### src/rtl/hybrid_psum_accumulator.sv
// Unpacks packed psum words into 1/2/4 signed lanes and accumulates each lane over cfg_len beats.
// Optional: define PSUM_ACC_SAT_EN for saturating lane adds (default is two's-complement wrap).
module hpa_lane #(
    parameter int ACC_W = 32
) (
    input  logic             clk_i,
    input  logic             rst_ni,
    input  logic             clr_i,
    input  logic             add_i,
    input  logic [ACC_W-1:0] val_i,
    output logic [ACC_W-1:0] acc_o
);
    logic [ACC_W-1:0] acc_q, acc_d;

`ifdef PSUM_ACC_SAT_EN
    // one guard bit exposes signed overflow of the add
    logic [ACC_W:0] sum;
    assign sum = {acc_q[ACC_W-1], acc_q} + {val_i[ACC_W-1], val_i};

    always_comb begin
        acc_d = acc_q;
        if (clr_i) begin
            acc_d = '0;
        end else if (add_i) begin
            if (sum[ACC_W] != sum[ACC_W-1])
                acc_d = sum[ACC_W] ? {1'b1, {(ACC_W-1){1'b0}}} : {1'b0, {(ACC_W-1){1'b1}}};
            else
                acc_d = sum[ACC_W-1:0];
        end
    end
`else
    always_comb begin
        acc_d = acc_q;
        if (clr_i)      acc_d = '0;
        else if (add_i) acc_d = acc_q + val_i;
    end
`endif

    always_ff @(posedge clk_i or negedge rst_ni) begin
        if (!rst_ni) acc_q <= '0;
        else         acc_q <= acc_d;
    end

    assign acc_o = acc_q;
endmodule

module hybrid_psum_accumulator #(
    parameter int PSUM_W = 24,
    parameter int ACC_W  = 32,
    parameter int CNT_W  = 8
) (
    input  logic               clk_i,
    input  logic               rst_ni,
    input  logic               cfg_valid_i,
    output logic               cfg_ready_o,
    input  logic [3:0]         cfg_quant_size_i,
    input  logic [CNT_W-1:0]   cfg_len_i,
    input  logic               in_valid_i,
    output logic               in_ready_o,
    input  logic [PSUM_W-1:0]  in_psum_i,
    output logic               out_valid_o,
    input  logic               out_ready_i,
    output logic [4*ACC_W-1:0] out_data_o,
    output logic [2:0]         out_lanes_o
);
    localparam int L2 = PSUM_W / 2;
    localparam int L4 = PSUM_W / 4;
    localparam logic [CNT_W-1:0] ONE = CNT_W'(1);

    typedef enum logic [1:0] {IDLE, ACCUM, DONE} state_e;

    state_e                  state_q, state_d;
    logic [3:0]              q_q, q_d;
    logic [CNT_W-1:0]        len_q, len_d;
    logic [CNT_W-1:0]        cnt_q, cnt_d;
    logic [3:0][ACC_W-1:0]   lane_val;
    logic [3:0][ACC_W-1:0]   acc;
    logic                    cfg_fire, beat, last;

    assign cfg_fire = (state_q == IDLE)  && cfg_valid_i;
    assign beat     = (state_q == ACCUM) && in_valid_i;
    assign last     = beat && (cnt_q == len_q - ONE);

    always_comb begin
        state_d = state_q;
        q_d     = q_q;
        len_d   = len_q;
        cnt_d   = cnt_q;
        case (state_q)
            IDLE: if (cfg_valid_i) begin
                q_d     = cfg_quant_size_i;
                len_d   = cfg_len_i;
                cnt_d   = '0;
                state_d = (cfg_len_i == '0) ? DONE : ACCUM;
            end
            ACCUM: if (beat) begin
                cnt_d = cnt_q + ONE;
                if (last) state_d = DONE;
            end
            DONE: if (out_ready_i) state_d = IDLE;
            default: state_d = IDLE;
        endcase
    end

    always_ff @(posedge clk_i or negedge rst_ni) begin
        if (!rst_ni) begin
            state_q <= IDLE;
            q_q     <= '0;
            len_q   <= '0;
            cnt_q   <= '0;
        end else begin
            state_q <= state_d;
            q_q     <= q_d;
            len_q   <= len_d;
            cnt_q   <= cnt_d;
        end
    end

    // illegal quant sizes leave every lane at zero so beats are consumed harmlessly
    always_comb begin
        lane_val = '0;
        case (q_q)
            4'd8: lane_val[0] = ACC_W'($signed(in_psum_i));
            4'd4: for (int i = 0; i < 2; i++)
                      lane_val[i] = ACC_W'($signed(in_psum_i[i*L2 +: L2]));
            4'd2: for (int i = 0; i < 4; i++)
                      lane_val[i] = ACC_W'($signed(in_psum_i[i*L4 +: L4]));
            default: lane_val = '0;
        endcase
    end

    for (genvar g = 0; g < 4; g++) begin : g_lane
        hpa_lane #(.ACC_W(ACC_W)) u_lane (
            .clk_i  (clk_i),
            .rst_ni (rst_ni),
            .clr_i  (cfg_fire),
            .add_i  (beat),
            .val_i  (lane_val[g]),
            .acc_o  (acc[g])
        );
    end

    always_comb begin
        case (q_q)
            4'd8:    out_lanes_o = 3'd1;
            4'd4:    out_lanes_o = 3'd2;
            4'd2:    out_lanes_o = 3'd4;
            default: out_lanes_o = 3'd0;
        endcase
    end

    assign cfg_ready_o = (state_q == IDLE);
    assign in_ready_o  = (state_q == ACCUM);
    assign out_valid_o = (state_q == DONE);
    assign out_data_o  = acc;
endmodule
### config.mk
export PLATFORM = sky130hd
export DESIGN_NAME = hybrid_psum_accumulator
export DESIGN_NICKNAME = d
export VERILOG_FILES = /design/src/rtl/hybrid_psum_accumulator.sv
export SDC_FILE = /design/constraint.sdc
export NUM_CORES = 1
export LEC_CHECK = 0
export CORE_UTILIZATION = 55
export CTS_CLUSTER_SIZE = 10
export DETAILED_ROUTE_END_ITERATION = 10
export PLACE_DENSITY_LB_ADDON = 0.25
export SYNTH_ARGS = -nofsm -noshare
export SYNTH_HDL_FRONTEND = slang
export SYNTH_SLANG_ARGS = --single-unit
### constraint.sdc
create_clock -name clk_i -period 13 [get_ports clk_i]
set_clock_uncertainty 0.2 [all_clocks]
set_input_delay 2.6 -clock clk_i [delete_from_list [all_inputs] [get_ports clk_i]]
set_output_delay 2.6 -clock clk_i [all_outputs]
set_load 0.01 [all_outputs]
# Word level (Yosys, flattened, before mapping)
# Cells that the tools add are included.
[op_classes] add_sub_neg=6 n_mul=0 div_mod_pow=0 n_lt_le_gt_ge=0 n_eq_ne=10 shifts=0 mux=21 bitwise_logic=0 reduce_logical=10
[ops] op="32-bit two-way mux" count=8
[ops] op="32-bit adder" count=4
[ops] op="32-bit one-hot mux with 3 select lines" count=1
[ops] op="64-bit two-way mux" count=1
[ops] op="32-bit one-hot mux with 2 select lines" count=1
[ops] op="8-bit two-way mux" count=2
[ops] op="8-bit one-hot mux with 2 select lines" count=1
[ops] op="2-bit two-way mux" count=5
[ops] op="3-bit one-hot mux with 3 select lines" count=1
[ops] op="8-bit by 1-bit adder with 8-bit output (second input constant)" count=1
[ops] op="8-bit == test" count=1
[ops] op="8-bit logical NOT" count=1
[ops] op="8-bit by 1-bit subtractor with 8-bit output (second input constant)" count=1
[ops] op="2-bit by 1-bit != test with 1-bit output (second input constant)" count=3
[ops] op="2-bit one-hot mux with 3 select lines" count=1
[ops] op="4-bit by 2-bit == test with 1-bit output (second input constant)" count=1
[ops] op="4-bit by 3-bit == test with 1-bit output (second input constant)" count=1
[ops] op="4-bit == test (second input constant)" count=1
[ops] op="4-bit AND reduction" count=1
[ops] op="2-bit nonzero test" count=2
[ops] op="1-bit logical AND" count=3
[ops] op="3-bit AND reduction" count=1
[ops] op="2-bit by 1-bit == test with 1-bit output (second input constant)" count=1
[ops] op="2-bit == test (second input constant)" count=1
[ops] op="3 further kinds" count=3
[word_totals] reg_bits=150 latch_bits=0 ramBits=0 romBits=0 in_bits=41 wordCells=55 memories=0

# Logic depth before layout (Yosys ltp)
# Gate-level depths: netlist of the first run.
[logic_depth] word_depth=6 depth_mapped=18

# By module
# Synthesis of the first run repeated with hierarchy kept, for this count alone.
[hier_totals] cells_unflattened=1583 hier_area_um2=13549.2
[modules_own_cells] mod="hpa_lane (g_lane[0].u_lane ...)" instances=2 cells_each=346 area_each_um2=2949.1 seq_area_each_um2=800.8
[modules_own_cells] mod="hpa_lane (g_lane[2].u_lane)" instances=1 cells_each=343 area_each_um2=2997.9 seq_area_each_um2=800.8
[modules_own_cells] mod="hpa_lane (g_lane[3].u_lane)" instances=1 cells_each=345 area_each_um2=2987.9 seq_area_each_um2=800.8
[modules_own_cells] mod="hybrid_psum_accumulator" instances=1 cells_each=203 area_each_um2=1665.3 seq_area_each_um2=550.5

# Worst setup path after synthesis of the first run
# OpenSTA, ideal clock, no wires.
[synth_timing] path_type="in2reg" from="input in_psum_i[23]" to="register g_lane[3].u_lane.acc_q[29]" setup_time_ns=0.129 arrival_ns=5.523 slack_ns=7.148 path_stages=14 n_path_buf=1 path_cell_list="nand2_1 > inv_1 > ha_1 > buf_6 > a21oi_1 > o21ai_1 > a221o_1 > a2111o_1 > o22ai_2 > o21ai_2 > a221oi_4 > o21bai_1 > xnor2_1 > o21ai_1"
[synth_between] elab_chain_cells=4
[synth_lines] item="from (decl)" line_no="60" rtl="input logic [PSUM_W-1:0] in_psum_i,"
[synth_lines] item="64-bit two-way mux" line_no="122" rtl="case (q_q)"
[synth_lines] item="32-bit adder" line_no="35" rtl="else if (add_i) acc_d = acc_q + val_i;"
[synth_lines] item="32-bit two-way mux" line_no="35"
[synth_lines] item="32-bit two-way mux" line_no="34" rtl="if (clr_i) acc_d = '0;"
[synth_lines] item="to (signal assigned)" line_no="40" rtl="if (!rst_ni) acc_q <= '0;"
[synth_lines] item="to (signal assigned)" line_no="41" rtl="else acc_q <= acc_d;"
[synth_lines] item="to (decl)" line_no="13" rtl="logic [ACC_W-1:0] acc_q, acc_d;"
# No other way between the ends. The select of a mux whose other input is x is not followed.
# A chain may end at the register's enable or synchronous reset.

# Worst setup path in the final report of the first run
[layout_timing] from="input in_psum_i[17]" to="register g_lane[2].u_lane.acc_q[31]"
[layout_between] elab_chain_cells=4
[layout_lines] item="64-bit two-way mux" line_no="122"
[layout_lines] item="32-bit adder" line_no="35"
[layout_lines] item="32-bit two-way mux" line_no="35"
[layout_lines] item="32-bit two-way mux" line_no="34"
[layout_lines] item="to (signal assigned)" line_no="40"
[layout_lines] item="to (signal assigned)" line_no="41"
[layout_lines] item="to (decl)" line_no="13"
# No other way between the ends. The select of a mux whose other input is x is not followed.

==> results of run 1 <==
[critical path, cell delays in order]
cell and delay [ps]:
clkdlybuf4s50_1 540, and2_1 900, ha_1 380, nand3_1 110, nor4_1 250, a21oi_1 200, a211oi_1 520, a31oi_1 190
o21ai_0 180, o21ai_0 110, xor2_1 160, or3_1 340, nand3_1 80
[metrics by stage]
stage	total power, W	instance area [sq um]	hold WS (ps)	instances
floorplan	0.00212	12200	262	1498
global placement	0.00277	14200	273	1893
detailed placement	0.00283	14200	289	1893
CTS	0.00337	14800	297	1925
global route	0.00363	14800	328	1925
finish	0.00337	14800	288	1925
[cell usage in the layout (no fill, tap or decap), types with 5 or more instances in the layout]
master / n
a2111oi_0: 5
a211oi_1: 21
a21o_1: 52
a21oi_1: 103
a22o_1: 16
a31oi_1: 20
a32o_1: 5
and2_1: 24
and3_1: 18
buf_4: 9
clkbuf_16: 17
clkdlybuf4s50_1: 173
dfrtp_1: 150
ha_1: 102
inv_1: 37
mux2i_1: 11
nand2_1: 230
nand2b_1: 19
nand3_1: 36
nand3b_1: 6
nand4_1: 20
nor2_1: 80
nor2b_1: 24
nor3_1: 21
nor4_1: 10
o21a_1: 9
o21ai_0: 164
o21ai_1: 6
o21bai_1: 9
o22ai_1: 7
o31ai_1: 20
or3_1: 14
or4_1: 8
xnor2_1: 47
xor2_1: 52
[power breakdown]
part           switching, W  leakage [nW]  total, W  internal (W)
registers          0.000257          2.03  0.000918      0.000661
logic               0.00105          4.46   0.00193      0.000875
clock network      0.000218         0.290  0.000519      0.000301
[per-layer routing]
metal  up-vias  global-route usage, %
met5         -                      0
li1       5737                      -
met3        48                   4.10
met2       424                   49.5
met1      5640                   40.5
met4         0                   10.2
[kinds of logic after synthesis]
kind of cell / count (synthesis)
AO/OA/AOI/OAI: 498
XOR/XNOR: 99
adder cells (fa/ha/maj): 107
buffers and inverters: 105
flip-flops: 150
multiplexers: 11
AND/OR/NAND/NOR: 528
[worst paths after layout]
kind | end | slack (ps) | startpoint
worst max register to register | g_lane[0].u_lane.acc_o[26] | 8140 | q_q[2]
min in group asynchronous | g_lane[3].u_lane.acc_o[16] | 1980 | rst_ni
worst min register to register | g_lane[0].u_lane.acc_o[31] | 290 | g_lane[0].u_lane.acc_o[31]
worst min-delay path | g_lane[0].u_lane.acc_o[31] | 290 | g_lane[0].u_lane.acc_o[31]
worst max-delay path | g_lane[2].u_lane.acc_o[31] | 6570 | in_psum_i[17]
max in group asynchronous | g_lane[1].u_lane.acc_o[0] | 9130 | rst_ni
[registers in the layout (all words and copies together) (netlist names)]
signal,count
g_lane.u_lane.acc_o,128
cnt_q,8
state_q,2
len_q,8
q_q,4
[final cells by class]
cell class | count | share of cell area [%]
repair buffers | 183 | 12.3
inverters | 37 | 0.941
multi-input cells | 1243 | 54.9
well taps | 280 | 2.37
flip-flops and latches | 150 | 25.4
clock buffers | 20 | 3.16
clock inverters | 12 | 0.974
==> flow_metrics.tcl, run 1 <==
set metrics [dict create \
    routedWlPerCell_um 17.5 \
    synth_area_leaders "dfrtp_1 (31%), ha_1 (10%), nand2_1 (7.1%), o21ai_0 (6.7%), a21oi_1 (4.2%)" \
    finalMaxSlewViolations 0 \
    yosysUniqueCellTypes 84 \
    ys_ff_latch 150 \
    synthSimpleGateAreaFrac_pct 20.5 \
    fp.dieArea_sq_um 22900 \
    synth_cells 1498 \
    power_density_nw_per_um2 228 \
    viasPerCell 6.16 \
    fill_cells 1793 \
    top_layer "met4" \
    cts-resized-gates 0 \
    crit_path_max_fanout 27 \
    ctsHoldBuffers 0 \
    path_class "input pin to flip-flop" \
    layout.nets 1779 \
    hpwl_mm 23.8 \
    synth_largest_area_cell "dfrtp_1" \
    cts_tree "yes" \
    drt_iter0_markers 782 \
    grt_pass1_wl_mm 54.9 \
    wl_met3_mm 2.04 \
    drc 0 \
    finalCriticalPeriod_ps 6430 \
    async_flop_share_pct 100 \
    place.gp.congestion 0.943 \
    drive_gt1_share_pct 4.50 \
    clock.fmax_mhz 156 \
    synth.most_common_cell "nand2_1" \
    io_pins 175 \
    grt_antenna_before_repair 0 \
    grt_max_degree 104 \
    end_kind "flip-flop" \
    cts_made_buffers 17 \
    synth_top_family_by_area "compound AO/OA/AOI/OAI gates" \
    irDropWorstVdd_mv 0.126 \
    post_synth_fa_ha_maj_area_fraction_pct 11.2 \
    synth_warnings 0 \
    max_slew_margin_pct 21.4 \
    drt-met1-wl_mm 15.0 \
    clk_pin_slew_ps 70 \
    grt_pass1_vias 11200 \
    multi_input_area_sq_um 8100 \
    met2_length_mm 15.9 \
    dr_total_vias 11800 \
    syn_nets 1645 \
    die_h_um 151 \
    yosysTopAreaCellShare_pct 30.7 \
    r2r_cells 17 \
    ys_seq_area_share_pct 30.7 \
    diodes 0 \
    synth_xor_xnor_area_share_pct 7.08 \
    drv_cap 0 \
    tns_ps 0 \
    rows 54 \
    clkLatencyLatePin_ps 430 \
    finalSetupViolCount 0 \
    io_buffers 174 \
    synth-compound-area-share_pct 26.3 \
    critPathArrivalTime_ps 6590 \
    ant_nets 0 \
    die_w_um 151 \
    cp-start-kind "input pin" \
    worst_pin_slew_ps 1180 \
    track_usage_pct 30.1 \
    yosys-top-cells-count "nand2_1 (231), o21ai_0 (164), dfrtp_1 (150)" \
    place_ws_ps 6170 \
    design.core.area_sq_um 21800 \
    synthMuxAreaShare_pct 0.899 \
    initial_core_util_pct 56.1 \
    cts_buffer_depth 2 \
    worstHoldPathCells 1 \
    hold_viol 0 \
    finish.utilization_pct 67.7 \
    synth_area_sq_um 12200 \
    hold_class "flip-flop to flip-flop" \
    area_growth_syn_to_layout_pct 20.6 \
    crit_required_ps 13160 \
    power.leakage_nw 6.78 \
    cts_setup_buffers 0 \
    synth-edff-count 0 \
    worst_slack_ps 6570 \
    first_pass_iters 5 \
    rsz0062_at_grt "no" \
    ff_latch_area_sq_um 3750 \
    cts-root-buf "clkbuf_16" \
    overflow 0 \
    min_period_over_period_pct 49.4 \
    cts_sinks 150 \
    htreeDepth 4 \
    syn_area_per_cell_sq_um 8.17 \
    run_status "finished clean" \
    yosys_most_used_dff "dfrtp_1" \
    wl_mm 33.6 \
]
Note: power is estimated with default switching activity, not from simulation.
==> run 2, diff against run 1 <==
- CORE_UTILIZATION: 55 -> 51
- clock period: 13 -> 5.2 ns (I/O delays scaled with it)
==> run 2 against run 1 <==
  * Sequential share of layout area fell by 0.25 points
  * Setup slack got worse by 6000 ps
  * Largest cell class unchanged
  * Sequential cell count did not move
  * Count of clock-buffer cells in the layout fell by 2
  * Power rose to 2.5 times the previous value
  * Critical path type unchanged
  * Via count barely moved
  * Register-to-register slack got worse by 7400 ps
==> flow_metrics.tcl, run 2 (synthesis results as in run 1) <==
set metrics [dict create \
    first_pass_iters 5 \
    overflow 0 \
    cts_made_buffers 17 \
    hold_viol 0 \
    die_w_um 157 \
    cts_setup_buffers 0 \
    grt_max_degree 110 \
    r2r-start "q_q[2]" \
    path_cells "clkdlybuf4s50_1 > nand2_1 > inv_1 > ha_1 > and3_1 > and3_1 > a221oi_1 > o311ai_1 > o21ai_1 > a2bb2oi_1 > o21ai_0 > a21oi_1 > xor2_1 > o21ai_0" \
    power_frac_comb_pct 57.7 \
    cp-start-kind "input pin" \
    htreeDepth 4 \
    slowest_stage "clkdlybuf4s50_1" \
    ant_nets 0 \
    min-delay-start "g_lane[0].u_lane.acc_o[31]" \
    ctsHoldBuffers 0 \
    finalSetupViolCount 0 \
    grt_pass1_wl_mm 56.5 \
    end_kind "flip-flop" \
    min_period_over_period_pct 89.3 \
    drv_cap 0 \
    fill_cells 2031 \
    routedWlPerCell_um 17.3 \
    p_switching_w 0.00387 \
    power.leakage_nw 6.85 \
    place.gp.congestion 0.966 \
    layout_commonest_cell "nand2_1" \
    total_power_w 0.00845 \
    p_int_w 0.00458 \
    rows 56 \
    hold_class "flip-flop to flip-flop" \
    design.core.area_sq_um 23500 \
    layout.nets 1791 \
    cts_tree "yes" \
    finalCriticalPeriod_ps 4640 \
    track_usage_pct 28.5 \
    dpl.cell_count 1944 \
    path_class "input pin to flip-flop" \
    cts_buffer_depth 2 \
    power_density_nw_per_um2 566 \
    seq_power_share_pct 27.2 \
    grt_pass1_vias 11400 \
    place_area_sq_um 14300 \
    hpwl_mm 24.4 \
    p_sw_share_pct 45.8 \
    io_buffers 174 \
    postLayoutCellArea_sq_um 14900 \
    initial_core_util_pct 52.0 \
    area_growth_syn_to_layout_pct 21.8 \
    drt_iter0_markers 733 \
    clkLatencyLatePin_ps 440 \
    cts_sinks 150 \
    crit_required_ps 5290 \
    crit_start "in_psum_i[23]" \
    pwr-share-clk_pct 15.0 \
    run_status "finished clean" \
    viasPerCell 6.00 \
    wl_mm 34.2 \
    instances_no_fill 1976 \
    die_h_um 157 \
    clock.fmax_mhz 215 \
    multi_input_area_sq_um 8100 \
    worst_pin_slew_ps 919 \
    rsz0062_at_grt "no" \
    largest_reg_flops 128 \
    diodes 0 \
    fp.dieArea_sq_um 24600 \
    tns_ps 0 \
    io_pins 175 \
    ff_latch_area_sq_um 3750 \
    max_slew_margin_pct 38.7 \
    grt_antenna_before_repair 0 \
    slowest_delay_ps 560 \
    crit_path_max_fanout 14 \
    drc 0 \
    mostFrequentLayoutCells "nand2_1 (230), clkdlybuf4s50_1 (173), o21ai_0 (164)" \
    irDropWorstVdd_mv 0.260 \
    dr_total_vias 11900 \
    drive_gt1_share_pct 5.19 \
    finalMaxSlewViolations 0 \
    cts-resized-gates 0 \
    clk_pin_slew_ps 80 \
    critPathArrivalTime_ps 4740 \
    cts-root-buf "clkbuf_16" \
]
==> run 2: changes by cell type in the layout (fill, tap and decap cells not counted), sizes merged <==
cell and change:
clkbuf -2, inv +7, buf +12, bufinv -1, clkinvlp -2, clkinv -2
==> run 2: critical path: cells and delay by family <==
kind                       cells  cell delay (ps)
buffers and inverters          2             1000
AOI/OAI and AO/OA              7             1550
and+or+nand+nor                3              610
xor gates and xnor gates       1              150
adders and majority gates      1              390
==> run 2: power by group through the flow <==
stage               combinational, W  sequential, W  clock [W]
floorplan                    0.00303        0.00227          0
global placement             0.00471        0.00229          0
detailed placement           0.00484        0.00230          0
CTS                          0.00487        0.00229    0.00130
global route                 0.00538        0.00238    0.00134
finish                       0.00488        0.00230    0.00127
==> run 2: cell type report <==
class	count	area share, %
timing repair buffer	195	12.9
clock inverter	14	1.04
clock buffer	18	2.94
sequential	150	25.2
multi-input combinational	1243	54.3
inverter	37	0.931
tap	319	2.68
==> run 2: stage by stage <==
step	hold WS, ps	worst slack, ps	util [%]
floorplan	262	908	-
global placement	277	234	60.8
detailed placement	285	161	60.8
CTS	298	624	63.3
global route	315	218	63.3
finish	293	555	63.3
==> run 2: path summary, 6_finish.rpt <==
path,end,slack (ps),depth (start not counted)
max in group asynchronous,g_lane[0].u_lane.acc_o[19],3320,2
hold / removal,g_lane[0].u_lane.acc_o[31],290,1
setup reg to reg,g_lane[0].u_lane.acc_o[26],740,17
hold reg to reg,g_lane[0].u_lane.acc_o[31],290,1
min in group asynchronous,g_lane[2].u_lane.acc_o[21],460,1
setup / recovery,g_lane[3].u_lane.acc_o[30],560,14
==> run 2: routing by layer <==
metal / part of all wire, % / vias up / wire length, um / track usage [%]
li1: - / 5752 / - / -
met1: 46 / 5705 / 15600 / 38.6
met2: 47 / 372 / 16100 / 47.4
met3: 5.9 / 31 / 2010 / 4.07
met4: 1.4 / 0 / 473 / 7.80
met5: 0 / - / 0 / 0
==> run 3, diff against run 2 <==
- GPL_TIMING_DRIVEN: default -> 1
- MAX_ROUTING_LAYER: default -> met4
==> run 3 against run 2 <==
  * First-iteration DRC count up 15%
  * Clock power about the same
  * Non-clock buffer count up 2
  * Sequential share of layout area about the same
  * Hold slack about the same
  * Via count down 0.17%
  * Largest power group unchanged
  * Power down 0.33%
  * Register-to-register slack worse by 130 ps
==> flow_metrics.tcl, run 3 (synthesis results as in run 1) <==
set metrics [dict create \
    rows 56 \
    cts_made_buffers 17 \
    run_status "finished clean" \
    power_density_nw_per_um2 565 \
    layout.nets 1793 \
    finalCriticalPeriod_ps 4670 \
    initial_core_util_pct 52.0 \
    place_area_sq_um 14300 \
    overflow 0 \
    wl_mm 33.6 \
    dpl.cell_count 1946 \
    layout_commonest_cell "nand2_1" \
    crit_path_max_fanout 14 \
    drt_iter0_markers 846 \
    finalMaxSlewViolations 0 \
    irDropWorstVdd_mv 0.263 \
    clk_pin_slew_ps 70 \
    r2r-start "q_q[2]" \
    crit_required_ps 5290 \
    power.leakage_nw 6.85 \
    path_cells "clkdlybuf4s50_1 > nand2_1 > inv_1 > buf_4 > ha_1 > a2111oi_0 > o21ai_0 > a31oi_1 > o311ai_1 > o21ai_1 > a2bb2oi_1 > o21ai_0 > a21oi_1 > xor2_1 > o21ai_0" \
    area_growth_syn_to_layout_pct 21.7 \
    htreeDepth 4 \
    grt_max_degree 100 \
    finalSetupViolCount 0 \
    cts-root-buf "clkbuf_16" \
    diodes 0 \
    critPathBufInv 3 \
    end_kind "flip-flop" \
    cts_buffer_depth 2 \
    die_w_um 157 \
    top_layer "met4" \
    min-delay-start "g_lane[0].u_lane.acc_o[31]" \
    wl_met3_mm 2.23 \
    track_usage_pct 28.9 \
    die_h_um 157 \
    design.core.area_sq_um 23500 \
    largest_reg_flops 128 \
    hold_class "flip-flop to flip-flop" \
    cts_tree "yes" \
    crit_start "in_psum_i[23]" \
    worst_pin_slew_ps 974 \
    drive_gt1_share_pct 5.30 \
    fp.dieArea_sq_um 24600 \
    clkLatencyLatePin_ps 430 \
    max_slew_margin_pct 35.0 \
    routedWlPerCell_um 17.0 \
    grt_antenna_before_repair 0 \
    drc 0 \
    viasPerCell 5.99 \
    grt_pass1_wl_mm 55.2 \
    tns_ps 0 \
    drv_cap 0 \
    met2_length_mm 15.3 \
    ctsHoldBuffers 0 \
    grt_pass1_vias 11200 \
    cp_common_cell "o21ai_0" \
    first_pass_iters 5 \
    cts_setup_buffers 0 \
    path_class "input pin to flip-flop" \
    postLayoutCellArea_sq_um 14900 \
    mostFrequentLayoutCells "nand2_1 (230), clkdlybuf4s50_1 (173), o21ai_0 (164)" \
    hpwl_mm 24.6 \
    slowest_delay_ps 520 \
    cp-start-kind "input pin" \
    dr_total_vias 11800 \
    ant_nets 0 \
    place.gp.congestion 0.975 \
    hold_viol 0 \
    cts-resized-gates 0 \
    drt-met1-wl_mm 15.3 \
    min_period_over_period_pct 89.7 \
    critPathTopFamily "compound AO/OA/AOI/OAI gates" \
    cts_sinks 150 \
    slowest_stage "clkdlybuf4s50_1" \
    clock.fmax_mhz 214 \
    instances_no_fill 1978 \
    io_buffers 174 \
    critPathArrivalTime_ps 4760 \
    io_pins 175 \
    rsz0062_at_grt "no" \
]
run 3: cell count changes in the layout (fill, tap and decap cells not counted), sizes merged:
cell,before,now
clkbuf,18,17
inv,47,46
buf,22,24
clkinv,2,4
run 3: worst paths after layout:
check	endpoint	cells past startpoint	slack, ps
worst max-delay path	g_lane[3].u_lane.acc_o[30]	15	530
worst min-delay path	g_lane[0].u_lane.acc_o[31]	1	290
worst max register to register	g_lane[0].u_lane.acc_o[26]	17	610
worst min register to register	g_lane[0].u_lane.acc_o[31]	1	290
max in group asynchronous	g_lane[2].u_lane.acc_o[8]	2	3330
min in group asynchronous	g_lane[2].u_lane.acc_o[23]	1	460
run 3: power breakdown:
part           switching [W]  leakage (nW)  internal (W)  total [W]
clock               0.000573         0.287      0.000681    0.00125
sequential          0.000636          2.03       0.00165    0.00229
combinational        0.00265          4.53       0.00223    0.00488
total                0.00386          6.85       0.00456    0.00842
run 3: final cells by class:
class	count	area (sq um)
Sequential cell	150	3750
Inverter	37	139
Clock buffer	17	425
Timing Repair Buffer	197	1930
Fill cell	2069	8640
Clock inverter	15	158
Multi-Input combinational cell	1243	8100
Tap cell	319	399
run 3: through the flow:
| stage | setup WS, ps | hold WS [ps] | total power, W | util (%) |
|---|---|---|---|---|
| detailed placement | 185 | 287 | 0.00713 | 60.8 |
| CTS | 635 | 297 | 0.00843 | 63.3 |
| global route | 118 | 334 | 0.00909 | 63.3 |
| global placement | 260 | 279 | 0.00701 | 60.8 |
| finish | 533 | 293 | 0.00842 | 63.3 |
| floorplan | 908 | 262 | 0.00530 | - |
run 3: routing by layer:
layer	track usage, %	vias up
met5	-	-
met4	9.34	0
met3	4.49	60
met2	45.0	407
met1	38.3	5604
li1	-	5769
==> RTL change 1: new RTL, flow settings as in run 2 <==
Take the reset off `q_q` and load it in a clocked block of its own.
--- a/src/rtl/hybrid_psum_accumulator.sv
+++ b/src/rtl/hybrid_psum_accumulator.sv
@@ -107,3 +107,2 @@
             state_q <= IDLE;
-            q_q     <= '0;
             len_q   <= '0;
@@ -112,3 +111,2 @@
             state_q <= state_d;
-            q_q     <= q_d;
             len_q   <= len_d;
@@ -116,2 +114,6 @@
         end
+    end
+
+    always_ff @(posedge clk_i) begin
+        q_q <= q_d;
     end
Formal check against the unedited RTL: not equivalent (Yosys sat finds a counterexample within 4 cycles, from zero or initial values and one cycle with rst_ni low).
==> RTL change 1 against run 2 <==
First-iteration DRC count grew 16%. Wire length shrank 6.3%. Register-to-register slack lost 0.32 ns. Synthesized cell count shrank 1.9%. Critical path depth grew 4. Core utilization grew 0.78 points. Sequential cell count is the same. Via count shrank 3.3%. Global-route usage shrank 1.5 points. Synthesized area shrank 1.7%. Setup slack lost 0.13 ns. Power shrank 28%. Final area shrank 1.5%. Critical endpoint is now g_lane[0].u_lane.acc_o[30]. Highest routed layer unchanged.
==> RTL change 1: results <==
<?xml version="1.0" encoding="UTF-8"?>
<metrics>
  <group name="place">
    <metric name="gpl.final_weighted_congestion" unit="">0.927</metric>
  </group>
  <group name="setup_path">
    <metric name="critical_path_arrival" unit="ns">4.85</metric>
    <metric name="worst_setup_path_endpoint" unit="">g_lane[0].u_lane.acc_o[30]</metric>
    <metric name="reg_to_reg_setup_timing_slack" unit="ns">0.42</metric>
    <metric name="startpoint_of_the_most_critical_setup_path" unit="">q_q[2]</metric>
    <metric name="rr_worst_depth" unit="">18</metric>
    <metric name="path_max_fanout" unit="">8</metric>
  </group>
  <group name="layout">
    <metric name="multiInputGateArea" unit="sq um">7870</metric>
    <metric name="layout.buffer.nonclock.area_share" unit="%">13.2</metric>
    <metric name="area.sequential" unit="sq um">3770</metric>
    <metric name="final.signal_inverter_count" unit="">42</metric>
    <metric name="nonClockBufferCount" unit="">198</metric>
    <metric name="clkbuf_count" unit="">23</metric>
    <metric name="filler_cell_count" unit="">1953</metric>
    <metric name="n_multi_input_combinational_cell" unit="">1207</metric>
    <metric name="drive_above_1_share" unit="%">4.98</metric>
    <metric name="final_design_area_no_fill" unit="sq um">14700</metric>
  </group>
  <group name="pwr">
    <metric name="power.static_leakage" unit="nW">6.72</metric>
    <metric name="pg_seq" unit="W">0.00192</metric>
    <metric name="power.combinational.total" unit="W">0.00292</metric>
    <metric name="p_sw_share" unit="%">41.5</metric>
    <metric name="internal_power" unit="W">0.00354</metric>
  </group>
  <group name="floorplan">
    <metric name="core_area" unit="sq um">22900</metric>
  </group>
  <group name="synth">
    <metric name="ys_top_cells_by_count" unit="">sky130_fd_sc_hd__nand2_1 (196), sky130_fd_sc_hd__o21ai_0 (164), sky130_fd_sc_hd__dfrtp_1 (146), sky130_fd_sc_hd__ha_1 (102), sky130_fd_sc_hd__nor2_1 (99)</metric>
    <metric name="synth.yosys.seq_area_share" unit="%">31.4</metric>
    <metric name="synthAdderAreaFrac" unit="%">11.3</metric>
    <metric name="postSynthAreaPerCell" unit="sq um">8.19</metric>
    <metric name="mappedNetlistNets" unit="">1616</metric>
    <metric name="post_synthesis_xor_xnor_area_fraction" unit="%">7.50</metric>
  </group>
  <group name="route">
    <metric name="detailedRoute.firstPassIterationCount" unit="">6</metric>
    <metric name="drt_wl_total" unit="microns">32100</metric>
  </group>
  <group name="min_path">
    <metric name="worst_hold_path.endpoint" unit="">g_lane[2].u_lane.acc_o[31]</metric>
    <metric name="hold_path.startpoint" unit="">g_lane[2].u_lane.acc_o[31]</metric>
  </group>
  <group name="global_route">
    <metric name="grt_start_max_net_pins" unit="">71</metric>
  </group>
  <group name="timing">
    <metric name="slew-limit-headroom" unit="%">47.8</metric>
    <metric name="layout_worst_path_cycle_share" unit="%">91.9</metric>
  </group>
  <group name="cts">
    <metric name="insertion_delay" unit="ns">0.42</metric>
  </group>
  <group name="status">
    <metric name="status" unit="">complete, no violations</metric>
  </group>
</metrics>
==> RTL change 1: cell types whose count changed in the layout (fill, tap and decap cells not counted), moves of 6 or more <==
cell,delta
sky130_fd_sc_hd__nand2b_1,-7
sky130_fd_sc_hd__or3_1,+6
sky130_fd_sc_hd__o31ai_1,-12
sky130_fd_sc_hd__a211oi_1,-10
sky130_fd_sc_hd__nand2_1,-35
sky130_fd_sc_hd__nor3_1,+12
sky130_fd_sc_hd__a21oi_1,-12
sky130_fd_sc_hd__o211ai_1,+6
sky130_fd_sc_hd__nor2_1,+18
sky130_fd_sc_hd__nand3_1,+8
sky130_fd_sc_hd__xnor2_1,+6
==> RTL change 1: worst max-delay path: stages (launching register included) <==
cell	delay, ns
sky130_fd_sc_hd__edfxtp_1	0.44
sky130_fd_sc_hd__nor2b_1	0.19
sky130_fd_sc_hd__nor3b_1	0.15
sky130_fd_sc_hd__or2_2	0.39
sky130_fd_sc_hd__nor2_1	0.36
sky130_fd_sc_hd__nor2b_1	0.10
sky130_fd_sc_hd__ha_1	0.21
sky130_fd_sc_hd__inv_1	0.07
sky130_fd_sc_hd__fa_1	0.21
sky130_fd_sc_hd__nor2b_1	0.08
sky130_fd_sc_hd__o31a_1	0.28
sky130_fd_sc_hd__o2111ai_2	0.23
sky130_fd_sc_hd__a2111oi_2	0.15
sky130_fd_sc_hd__o41ai_4	0.45
sky130_fd_sc_hd__o2111ai_4	0.17
sky130_fd_sc_hd__o311a_1	0.37
sky130_fd_sc_hd__a311oi_1	0.32
sky130_fd_sc_hd__xor2_1	0.18
sky130_fd_sc_hd__o21ai_1	0.08
==> RTL change 1: per-layer routing <==
layer	global-route usage, %	up-vias	share of wire (%)
met2	44.2	365	46
met3	4.72	33	5.7
met4	6.58	0	1.5
met5	0	-	0
met1	37.0	5437	46
li1	-	5639	-
==> RTL change 2: new RTL, settings of run 2 <==
Made on the original files. Change the parameter `PSUM_W` from 24 to 36.
--- a/src/rtl/hybrid_psum_accumulator.sv
+++ b/src/rtl/hybrid_psum_accumulator.sv
@@ -47,3 +47,3 @@
 module hybrid_psum_accumulator #(
-    parameter int PSUM_W = 24,
+    parameter int PSUM_W = 36,
     parameter int ACC_W  = 32,
Ports: changed (resized in_psum_i); port bits go from 175 to 187. The function was not compared with the original's and may differ.
==> RTL change 2 against run 2 <==
Sequential power decreased by 2%. Sequential cell count unchanged. Synthesized area increased by 2.3%. Setup slack improved by 0.0070 ns. Wire length increased by 2.3%. Global-route usage about the same. Power increased by 6.0%. Die area increased by 2.2%. Final area increased by 2.8%. Synthesized cell count increased by 0.20%. Via count decreased by 0.72%. Largest cell class unchanged. Largest power group unchanged.
==> RTL change 2: results <==
<?xml version="1.0" encoding="UTF-8"?>
<metrics>
  <group name="layout">
    <metric name="finish.utilization" unit="%">64.5</metric>
    <metric name="nets" unit="">1846</metric>
    <metric name="filler_cell_count" unit="">2034</metric>
  </group>
  <group name="min_path">
    <metric name="worst_hold_path.endpoint" unit="">g_lane[3].u_lane.acc_o[31]</metric>
    <metric name="hold_path.startpoint" unit="">g_lane[3].u_lane.acc_o[31]</metric>
  </group>
  <group name="setup_path">
    <metric name="critical_path_arrival" unit="ns">4.75</metric>
    <metric name="startpoint_of_the_most_critical_setup_path" unit="">q_q[3]</metric>
    <metric name="path_max_fanout" unit="">11</metric>
    <metric name="worst_setup_path_endpoint" unit="">g_lane[0].u_lane.acc_o[28]</metric>
    <metric name="stage_delay_of_the_slowest_cell_on_the_critical_path" unit="ns">0.52</metric>
  </group>
  <group name="synth">
    <metric name="ys_top_cells_by_count" unit="">sky130_fd_sc_hd__nand2_1 (258), sky130_fd_sc_hd__o21ai_0 (156), sky130_fd_sc_hd__dfrtp_1 (150), sky130_fd_sc_hd__ha_1 (126), sky130_fd_sc_hd__a21oi_1 (104)</metric>
    <metric name="post_synthesis_xor_xnor_area_fraction" unit="%">8.53</metric>
    <metric name="postSynthAreaPerCell" unit="sq um">8.34</metric>
    <metric name="synth_mux_area_share" unit="%">0.240</metric>
    <metric name="netlist-cell-type-count" unit="">73</metric>
    <metric name="synthAdderAreaFrac" unit="%">13.2</metric>
  </group>
  <group name="cts">
    <metric name="insertion_delay" unit="ns">0.44</metric>
    <metric name="clk_transition_reported_paths" unit="ns">0.06</metric>
  </group>
  <group name="place">
    <metric name="postPlaceCellArea" unit="sq um">14700</metric>
    <metric name="gpl.final_weighted_congestion" unit="">0.931</metric>
    <metric name="buffer_ports.inserted" unit="">186</metric>
    <metric name="detailedPlacementHpwl" unit="microns">25500</metric>
    <metric name="dp_worst_setup_slack" unit="ns">0.417</metric>
  </group>
  <group name="timing">
    <metric name="finalWorstSetupSlack" unit="ns">0.562</metric>
    <metric name="max_slew.worst_pin.slew" unit="ns">0.955</metric>
    <metric name="final.hold.worst_slack" unit="ns">0.290</metric>
  </group>
  <group name="route">
    <metric name="viasPerCell" unit="">5.90</metric>
    <metric name="routed-wl-met2" unit="microns">16000</metric>
    <metric name="wire_per_inst" unit="microns">17.6</metric>
    <metric name="dr.first_iter.drc_count" unit="">921</metric>
    <metric name="highest_layer" unit="">met4</metric>
    <metric name="routed-wl-met3" unit="microns">2070</metric>
  </group>
  <group name="global_route">
    <metric name="via_count_of_the_first_global_routing_pass" unit="">11180</metric>
    <metric name="groute.layer.met2.usage" unit="%">46.4</metric>
    <metric name="grtUsageMet3" unit="%">4.22</metric>
    <metric name="grt_start_max_net_pins" unit="">98</metric>
    <metric name="met1_usage" unit="%">38.4</metric>
  </group>
  <group name="status">
    <metric name="status" unit="">complete, no violations</metric>
  </group>
  <group name="pwr">
    <metric name="peakVddDrop" unit="mV">0.302</metric>
  </group>
</metrics>
==> RTL change 2: cell types whose count changed after synthesis, moves of 8 or more <==
cell	before	now
sky130_fd_sc_hd__ha_1	102	126
sky130_fd_sc_hd__xor2_1	52	67
sky130_fd_sc_hd__and3_1	18	10
sky130_fd_sc_hd__xnor2_1	47	55
sky130_fd_sc_hd__nand3_1	36	28
sky130_fd_sc_hd__nor3_1	21	10
sky130_fd_sc_hd__nor2_1	81	52
sky130_fd_sc_hd__o21bai_1	9	19
sky130_fd_sc_hd__mux2i_1	11	3
sky130_fd_sc_hd__o21ai_0	164	156
sky130_fd_sc_hd__a21o_1	52	98
sky130_fd_sc_hd__a211oi_1	21	7
sky130_fd_sc_hd__nand2_1	231	258
==> RTL change 2: critical path: cells and delay by family (launching register included) <==
family                   cells  cell delay (ns)
AO/OA/AOI/OAI                9             1.88
AND/OR/NAND/NOR              5             1.36
adder cells (fa/ha/maj)      2             0.59
flip-flops                   1             0.42
buffers and inverters        1             0.06
==> RTL change 2: layout make-up <==
type                            instances  area share [%]
Multi-Input combinational cell       1255            55.1
Sequential cell                       150            24.5
Timing Repair Buffer                  204            13.1
Clock buffer                           18            2.87
Tap cell                              319            2.60
Clock inverter                         14           0.980
Inverter                               35           0.857
==> RTL change 2: cells by family after synthesis <==
kind of cell               count (synthesis)
DFF                                      150
muxes                                      3
buffers and inverters                     96
adders and majority gates                130
and+or+nand+nor                          478
xor gates and xnor gates                 122
AOI/OAI and AO/OA                        522
==> RTL change 2: where the power goes <==
group	total [W]	switching, W	internal, W
logic	0.00542	0.00300	0.00242
registers	0.00226	0.000556	0.00170
clock network	0.00128	0.000553	0.000724
total	0.00896	0.00411	0.00485
